File: src/rtl/rv_dmem_arbiter_pkg.sv
// Shared types and defaults for the data-memory port arbiter.
package rv_dmem_arbiter_pkg;

    localparam int unsigned XLEN              = 32;
    localparam int unsigned BYTECTRL_W        = 3;
    localparam int unsigned EXT_MAX_WAIT_DEF  = 8;
    localparam int unsigned EXT_MAX_BURST_DEF = 4;

    // ArbSExt: the external requester won the previous cycle with lock asserted.
    typedef enum logic {
        ArbSCpu = 1'b0,
        ArbSExt = 1'b1
    } arb_state_e;

endpackage

File: src/rtl/rv_arb_sat_counter.sv
// 8-bit up-counter with clear and a saturation limit; synchronous active-high reset.
module rv_arb_sat_counter (
    input  logic       clk_i,
    input  logic       rst_i,
    input  logic       inc_i,
    input  logic       clr_i,
    input  logic [7:0] limit_i,
    output logic [7:0] count_o
);

    logic [7:0] count_q;

    always_ff @(posedge clk_i) begin
        if (rst_i || clr_i) begin
            count_q <= '0;
        end else if (inc_i && (count_q < limit_i)) begin
            count_q <= count_q + 8'd1;
        end
    end

    assign count_o = count_q;

endmodule

File: src/rtl/rv_dmem_arbiter.sv
// Shares the data-memory port between the MEM stage (priority) and an external requester.
// Optional stall counter enabled by defining RV_DMEM_ARB_STALL_CNT_EN.
module rv_dmem_arbiter
    import rv_dmem_arbiter_pkg::*;
#(
    parameter int unsigned EXT_MAX_WAIT  = EXT_MAX_WAIT_DEF,
    parameter int unsigned EXT_MAX_BURST = EXT_MAX_BURST_DEF
) (
    input  logic                  i_arb_clk,
    input  logic                  i_arb_rst,
    input  logic                  i_arb_cpu_req,
    input  logic                  i_arb_cpu_we,
    input  logic [XLEN-1:0]       i_arb_cpu_a,
    input  logic [XLEN-1:0]       i_arb_cpu_wd,
    input  logic [BYTECTRL_W-1:0] i_arb_cpu_bytectrl,
    output logic [XLEN-1:0]       o_arb_cpu_rd,
    output logic                  o_arb_cpu_stall,
    input  logic                  i_arb_ext_valid,
    input  logic                  i_arb_ext_lock,
    input  logic                  i_arb_ext_we,
    input  logic [XLEN-1:0]       i_arb_ext_a,
    input  logic [XLEN-1:0]       i_arb_ext_wd,
    input  logic [BYTECTRL_W-1:0] i_arb_ext_bytectrl,
    output logic                  o_arb_ext_ready,
    output logic                  o_arb_ext_rvalid,
    output logic [XLEN-1:0]       o_arb_ext_rdata,
    input  logic [XLEN-1:0]       i_arb_dmem_rd,
    output logic [XLEN-1:0]       o_arb_dmem_a,
    output logic                  o_arb_dmem_we,
    output logic [XLEN-1:0]       o_arb_dmem_wd,
    output logic [BYTECTRL_W-1:0] o_arb_dmem_bytectrl,
    output logic [31:0]           o_arb_stall_cnt
);

    localparam logic [7:0] MaxWait  = 8'(EXT_MAX_WAIT);
    localparam logic [7:0] MaxBurst = 8'(EXT_MAX_BURST);

    arb_state_e state_q, state_d;
    logic [7:0] wait_cnt, burst_cnt;
    logic       force_grant, hold, ext_grant, burst_room;
    logic       rvalid_q;
    logic [XLEN-1:0] rdata_q;

    assign force_grant = (wait_cnt == MaxWait);
    assign hold        = (state_q == ArbSExt) && (burst_cnt < MaxBurst);
    // Gated by reset so no access is issued or accepted while reset is held.
    assign ext_grant   = !i_arb_rst && i_arb_ext_valid &&
                         (!i_arb_cpu_req || force_grant || hold);
    assign burst_room  = ({1'b0, burst_cnt} + 9'd1) < {1'b0, MaxBurst};

    rv_arb_sat_counter u_wait_cnt (
        .clk_i   (i_arb_clk),
        .rst_i   (i_arb_rst),
        .inc_i   (i_arb_ext_valid && !ext_grant),
        .clr_i   (ext_grant || !i_arb_ext_valid),
        .limit_i (MaxWait),
        .count_o (wait_cnt)
    );

    rv_arb_sat_counter u_burst_cnt (
        .clk_i   (i_arb_clk),
        .rst_i   (i_arb_rst),
        .inc_i   (ext_grant && i_arb_cpu_req && (state_q == ArbSExt)),
        .clr_i   (state_q == ArbSCpu),
        .limit_i (MaxBurst),
        .count_o (burst_cnt)
    );

    always_comb begin
        state_d = ArbSCpu;
        unique case (state_q)
            ArbSCpu: if (ext_grant && i_arb_ext_lock) state_d = ArbSExt;
            ArbSExt: begin
                if (ext_grant && i_arb_ext_lock && (!i_arb_cpu_req || burst_room)) begin
                    state_d = ArbSExt;
                end
            end
            default: state_d = ArbSCpu;
        endcase
    end

    always_ff @(posedge i_arb_clk) begin
        if (i_arb_rst) begin
            state_q  <= ArbSCpu;
            rvalid_q <= 1'b0;
            rdata_q  <= '0;
        end else begin
            state_q  <= state_d;
            rvalid_q <= ext_grant && !i_arb_ext_we;
            if (ext_grant && !i_arb_ext_we) rdata_q <= i_arb_dmem_rd;
        end
    end

    always_comb begin
        o_arb_ext_ready     = ext_grant;
        o_arb_cpu_stall     = ext_grant && i_arb_cpu_req;
        o_arb_dmem_a        = i_arb_cpu_a;
        o_arb_dmem_wd       = i_arb_cpu_wd;
        o_arb_dmem_bytectrl = i_arb_cpu_bytectrl;
        o_arb_dmem_we       = i_arb_cpu_we && i_arb_cpu_req && !i_arb_rst;
        if (ext_grant) begin
            o_arb_dmem_a        = i_arb_ext_a;
            o_arb_dmem_wd       = i_arb_ext_wd;
            o_arb_dmem_bytectrl = i_arb_ext_bytectrl;
            o_arb_dmem_we       = i_arb_ext_we;
        end
    end

    assign o_arb_cpu_rd     = i_arb_dmem_rd;
    assign o_arb_ext_rvalid = rvalid_q;
    assign o_arb_ext_rdata  = rdata_q;

`ifdef RV_DMEM_ARB_STALL_CNT_EN
    logic [31:0] stall_cnt_q;

    always_ff @(posedge i_arb_clk) begin
        if (i_arb_rst) begin
            stall_cnt_q <= '0;
        end else if (o_arb_cpu_stall) begin
            stall_cnt_q <= stall_cnt_q + 32'd1;
        end
    end

    assign o_arb_stall_cnt = stall_cnt_q;
`else
    assign o_arb_stall_cnt = '0;
`endif

endmodule

File: config.mk
export PLATFORM = sky130hd
export DESIGN_NAME = rv_dmem_arbiter
export DESIGN_NICKNAME = d
export VERILOG_FILES = /design/src/rtl/rv_dmem_arbiter_pkg.sv /design/src/rtl/rv_arb_sat_counter.sv /design/src/rtl/rv_dmem_arbiter.sv
export SDC_FILE = /design/constraint.sdc
export NUM_CORES = 1
export LEC_CHECK = 0
export CORE_AREA = 2 2 131 133
export CTS_BUF_LIST = sky130_fd_sc_hd__clkbuf_2 sky130_fd_sc_hd__clkbuf_4 sky130_fd_sc_hd__clkbuf_8
export CTS_CLUSTER_DIAMETER = 200
export DETAILED_ROUTE_END_ITERATION = 8
export DIE_AREA = 0 0 133 135
export DONT_BUFFER_PORTS = 1
export PLACE_DENSITY = 0.46
export SLEW_MARGIN = 0
export SYNTH_ARGS = -nofsm -noshare
export SYNTH_HDL_FRONTEND = slang
export SYNTH_SLANG_ARGS = --single-unit
File: constraint.sdc
create_clock -name i_arb_clk -period 3.9 [get_ports i_arb_clk]
set_input_delay 0.39 -clock i_arb_clk [delete_from_list [all_inputs] [get_ports i_arb_clk]]
set_output_delay 0.39 -clock i_arb_clk [all_outputs]
set_load 0.01 [all_outputs]
==> impl_metrics.toml, run 1 <==
[logic_synthesis]
avgSynthCellArea_um2 = 8.98
synth_top_family_by_area = "multiplexers"
synth_fa_ha_area_frac = 0.0109
netlist_area_um2 = 3450
yosysWarnings = 0
ys_ff_latch = 50
ys_types = 46
synthArstFlopShare = 0
ys.flop_type = "dfxtp_1"
syn_inst = 384
yosys.area_share.simple = 0.164
synth_compound_area_frac = 0.132
ys_seq_area_frac = 0.290
synthMuxAreaShare = 0.222
synth-xor-area-share = 0.00254
synth_edf_count = 0

[final_layout]
drive_gt1_frac = 0.0565
final_cells = 568
layout_commonest_cell = "mux2_1"
fillCellCount = 1802
multiInputGateArea_um2 = 1960
final_core_util = 0.209
seq_area_um2 = 1000
final_nets = 511
final_cell_mix = "66 x mux2_1, 50 x dfxtp_1, 35 x nand2_1, 34 x nand3_1"
area.growth.synth_to_final_pct = -0.580

[power_and_ir_drop]
power.total_mw = 1.09
seq_power_share = 0.493
combPwrFrac = 0.159
swShare = 0.293
p_leak_nw = 1.35
powerDensity_nw_per_um2 = 319
vdd_drop_max_mv = 0.202
pwr-share-clk = 0.348
internal-power_mw = 0.773
p_switching_mw = 0.321

[sta]
min_period_over_period = 0.895
fmax_mhz = 286
period_needed_ns = 3.49
timing.hold.ws_ns = 0.183
setup_viol = 0
rsz0062_at_grt = "false"
slew_headroom = 0.348
tightest_slew_ns = 0.978
final.setup_skew_ns = 0.0138
final_max_slew_viol_count = 0
finalSetupTns_ns = 0
finalHoldViolCount = 0

[routing]
routed_via_density = 4.86
ant_nets = 0
post_drt_wl_per_cell_um = 25.2
dr.pass1.iters = 4
routed_wl_um = 14300
dr_total_vias = 2761
first_iter_violations = 164
drc = 0

[placement]
portBuffers = 0
gp_congestion = 0.916
dp_hpwl_um = 11900
dp_cells = 548

[floorplan]
die_x_um = 133
die_h_um = 135
rows = 47
dieArea_um2 = 18000
core_region_area_um2 = 16400
initial_core_util = 0.210
io_pins = 340

[worst_setup_path]
critPathKind = "reg -> out"
crit_fanout = 71
endpoint_kind = "primary output"
critPathLaunchType = "flip-flop"
critical-path-top-delay-family = "simple AND/OR/NAND/NOR gates"
path_cells = "or4b_1 > o221ai_2 > nand3_4 > mux2_1"
crit_path_top_delay_cell = "mux2_1"
worst_ep_arrival_time_ns = 3.10
slowest_delay_ns = 0.75
required_ns = 3.51
critical_path_buf_inv_count = 0

[global_route]
gr-total-overflow = 0
grt_antenna_before_repair = 14
grt_max_degree = 72
grt_pass1_wl_um = 19300
grt_util_all_layers = 0.146
grt_pass1_vias = 2599

[clocking]
cts.sinks = 50
cts_buffers = 5
cts_setup_buffers = 0
cts_hold_buf = 0
cts_tree = "done"
clockBufferDepth = 2
path_clk_slew_ns = 0.10
cts_resized = 0
cts-root-buf = "clkbuf_8"
clock_latency_ns = 0.31
htree_levels = 2

[run_status]
status = "completed"

[flow_run]
drv_cap = 0

[worst_hold_path]
hold_path.class = "in -> reg"
==> power groups by stage <==
stage / Clock, mW / Combinational [mW] / Sequential [mW]
floorplan: 0 / 0.200 / 0.547
global placement: 0 / 0.171 / 0.551
detailed placement: 0 / 0.175 / 0.550
CTS: 0.394 / 0.175 / 0.539
global route: 0.416 / 0.187 / 0.540
finish: 0.381 / 0.174 / 0.539
==> cell families after synthesis <==
group,Yosys count
buf+inv,97
mux,68
flops,50
fa+ha+maj,3
other cells,1
xor+xnor,1
compound gates,54
simple gates,110
==> state kept, by name, summed over array words and instances, names as in the netlist <==
name                 count
u_burst_cnt.count_o      8
state_q                  1
o_arb_ext_rdata         32
u_wait_cnt.count_o       8
o_arb_ext_rvalid         1
==> through the flow <==
step	setup WS, ns	area, um2
after global routing	0.274	3410
after global placement	0.865	3280
final	0.409	3430
after floorplan	1.58	3560
after detailed placement	0.770	3280
after CTS	0.417	3400
==> layout make-up <==
| type | instances | share of cell area |
|---|---|---|
| multi-input combinational | 268 | 0.572 |
| sequential | 50 | 0.292 |
| tap | 220 | 0.0803 |
| clock buffer | 6 | 0.0223 |
| clock inverter | 2 | 0.0109 |
| antenna | 12 | 0.00876 |
| inverter | 7 | 0.00766 |
| timing repair buffer | 3 | 0.00657 |
==> layer usage <==
layer	track usage	share of wire	vias up
met2	0.250	0.49	190
met5	0	0.0022	-
met1	0.165	0.38	1323
met4	0.0388	0.021	4
li1	-	-	1221
met3	0.0668	0.11	23
==> final timing paths <==
path | start | endpoint | slack (ns) | cells after the start
worst max-delay path | u_burst_cnt.count_o[7]$_SDFFE_PP0P_ | o_arb_dmem_a[28] | 0.41 | 4
worst min-delay path | i_arb_ext_we | o_arb_ext_rvalid$_SDFF_PP0_ | 0.18 | 1
worst min register to register | u_wait_cnt.count_o[6]$_SDFFE_PP0P_ | u_wait_cnt.count_o[6]$_SDFFE_PP0P_ | 0.47 | 1
worst max register to register | u_burst_cnt.count_o[7]$_SDFFE_PP0P_ | state_q$_SDFF_PP0_ | 1.34 | 4
==> cells in the mapped netlist, types with 3 or more instances <==
cell type / instances / area, um2
ha_1: 3 / 37.5
a21oi_1: 5 / 25.0
nor2_1: 6 / 22.5
clkbuf_1: 18 / 67.6
buf_4: 64 / 480
inv_1: 7 / 26.3
dfxtp_1: 50 / 1000
buf_2: 8 / 40.0
mux2_1: 66 / 743
and2_1: 9 / 56.3
nand3_1: 34 / 170
o311ai_0: 32 / 280
and3_1: 5 / 31.3
nand2_1: 35 / 131
No activity file was read; power rests on OpenSTA's default activity.
==> run 2, diff against run 1 <==
Settings changed: ABC_CLOCK_PERIOD_IN_PS set to 3900.
==> results of run 2 <==
No change in the layout: final DEF, timing and power equal those of run 1.
==> run 3, diff against run 2 <==
--- a/config.mk
+++ b/config.mk
@@ -7,3 +7,3 @@
 export LEC_CHECK = 0
-export ABC_CLOCK_PERIOD_IN_PS = 3900
+export ABC_CLOCK_PERIOD_IN_PS = 4000
 export CORE_AREA = 2 2 131 133
==> constraint.sdc (replaced) <==
create_clock -name i_arb_clk -period 4 [get_ports i_arb_clk]
set_input_delay 0.8 -clock i_arb_clk [delete_from_list [all_inputs] [get_ports i_arb_clk]]
set_output_delay 0.8 -clock i_arb_clk [all_outputs]
set_load 0.01 [all_outputs]
==> impl_metrics.toml, run 3 (synthesis gave the netlist of run 1 again) <==
[run_status]
status = "completed"

[power_and_ir_drop]
p_leak_nw = 1.36
vdd_drop_max_mv = 0.130
powerDensity_nw_per_um2 = 312

[placement]
gp_congestion = 0.868
portBuffers = 0
dp_hpwl_um = 11800

[worst_setup_path]
crit_path_top_delay_cell = "or4b_1"
critPathKind = "reg -> out"
rrSetupSlack_ns = 1.84
required_ns = 3.20
r2r-start = "u_burst_cnt.count_o[7]$_SDFFE_PP0P_"
slowest_delay_ns = 0.62
crit_fanout = 71
crit_path_start = "u_burst_cnt.count_o[7]$_SDFFE_PP0P_"
path_cells = "or4b_1 > o221ai_2 > nand3_4 > buf_4 > mux2_1"
worst_ep_arrival_time_ns = 2.65
critPathLaunchType = "flip-flop"
endpoint_kind = "primary output"

[final_layout]
largest_register_ffs = 32
area.growth.synth_to_final_pct = -0.580
final_cell_mix = "66 x mux2_1, 50 x dfxtp_1, 35 x nand2_1, 34 x nand3_1"
final_nets = 513
fillCellCount = 1821
layout_commonest_cell = "mux2_1"
drive_gt1_frac = 0.0621

[floorplan]
rows = 47
io_pins = 340
die_x_um = 133
die_h_um = 135
dieArea_um2 = 18000
core_region_area_um2 = 16400
initial_core_util = 0.210

[sta]
period_needed_ns = 3.45
timing.hold.ws_ns = 0.458
finalSetupTns_ns = 0
finalHoldViolCount = 0
min_period_over_period = 0.862
rsz0062_at_grt = "false"
slew_headroom = 0.384
tightest_slew_ns = 0.923
final.setup_skew_ns = 0.00843
setup_viol = 0
fmax_mhz = 290
final_max_slew_viol_count = 0

[flow_run]
drv_cap = 0

[global_route]
grt_pass1_wl_um = 18800
grt_antenna_before_repair = 12
grt_pass1_vias = 2548
grt_max_degree = 72
gr-total-overflow = 0
grt_util_all_layers = 0.142

[routing]
dr.pass1.iters = 4
post_drt_wl_per_cell_um = 25.1
routed_via_density = 4.89
ant_nets = 0
first_iter_violations = 98
routed_wl_um = 14100
dr_total_vias = 2760
drc = 0

[clocking]
htree_levels = 2
clock_latency_ns = 0.31
cts_setup_buffers = 0
cts_buffers = 5
path_clk_slew_ns = 0.09
cts_resized = 0
cts_tree = "done"
clockBufferDepth = 2
cts.sinks = 50
cts-root-buf = "clkbuf_8"
cts_hold_buf = 0

[worst_hold_path]
hp-start = "u_wait_cnt.count_o[7]$_SDFFE_PP0P_"
hold_path.class = "reg -> reg"
## run 3: changes by cell type in the layout (fill, tap and decap cells not counted), sizes merged
cell   change
diode      -6
buf        +2
## run 3: area by class of cell
class,count,area (um2),share of cell area
multi-input cells,268,1960,0.572
flip-flops and latches,50,1000,0.292
well taps,220,275,0.0803
clock buffers,6,76.3,0.0223
clock inverters,2,37.5,0.0109
repair buffers,5,37.5,0.0109
inverters,7,26.3,0.00766
diodes,6,15.0,0.00438
## run 3: final timing paths
check                                                          end  depth (start not counted)
worst max-delay path                              o_arb_dmem_a[30]                          5
worst min-delay path            u_wait_cnt.count_o[7]$_SDFFE_PP0P_                          1
worst max register to register                  state_q$_SDFF_PP0_                          5
worst min register to register  u_wait_cnt.count_o[7]$_SDFFE_PP0P_                          1
## run 3: where the power goes
part / total, mW / internal, mW / switching [mW]
Combinational: 0.173 / 0.0501 / 0.123
Clock: 0.372 / 0.194 / 0.178
Sequential: 0.525 / 0.510 / 0.0149
## run 3: worst max-delay path: cells and delay by family, from the launching register on
family	cells	cell delay [ns]
AOI/OAI and AO/OA	1	0.27
buffers and inverters	1	0.37
DFF	1	0.37
muxes	1	0.56
and+or+nand+nor	2	0.71
## run 3: per-layer routing
metal  vias to the layer above  wire [um]  GRT usage
met5                         -         31          0
met4                         4        259     0.0299
met3                        29       1430     0.0574
met2                       200       6930      0.249
met1                      1309       5490      0.165
li1                       1218          -          -
## run 3: per-stage QoR
step	cell area [um2]	std cells	utilization	total power, mW	worst slack (ns)
after floorplan	3560	415	-	0.729	1.27
after global placement	3300	550	0.201	0.708	0.959
after detailed placement	3300	550	0.201	0.712	0.898
after CTS	3410	558	0.208	1.09	0.541
after global routing	3410	558	0.208	1.12	0.404
final	3430	564	0.209	1.07	0.553
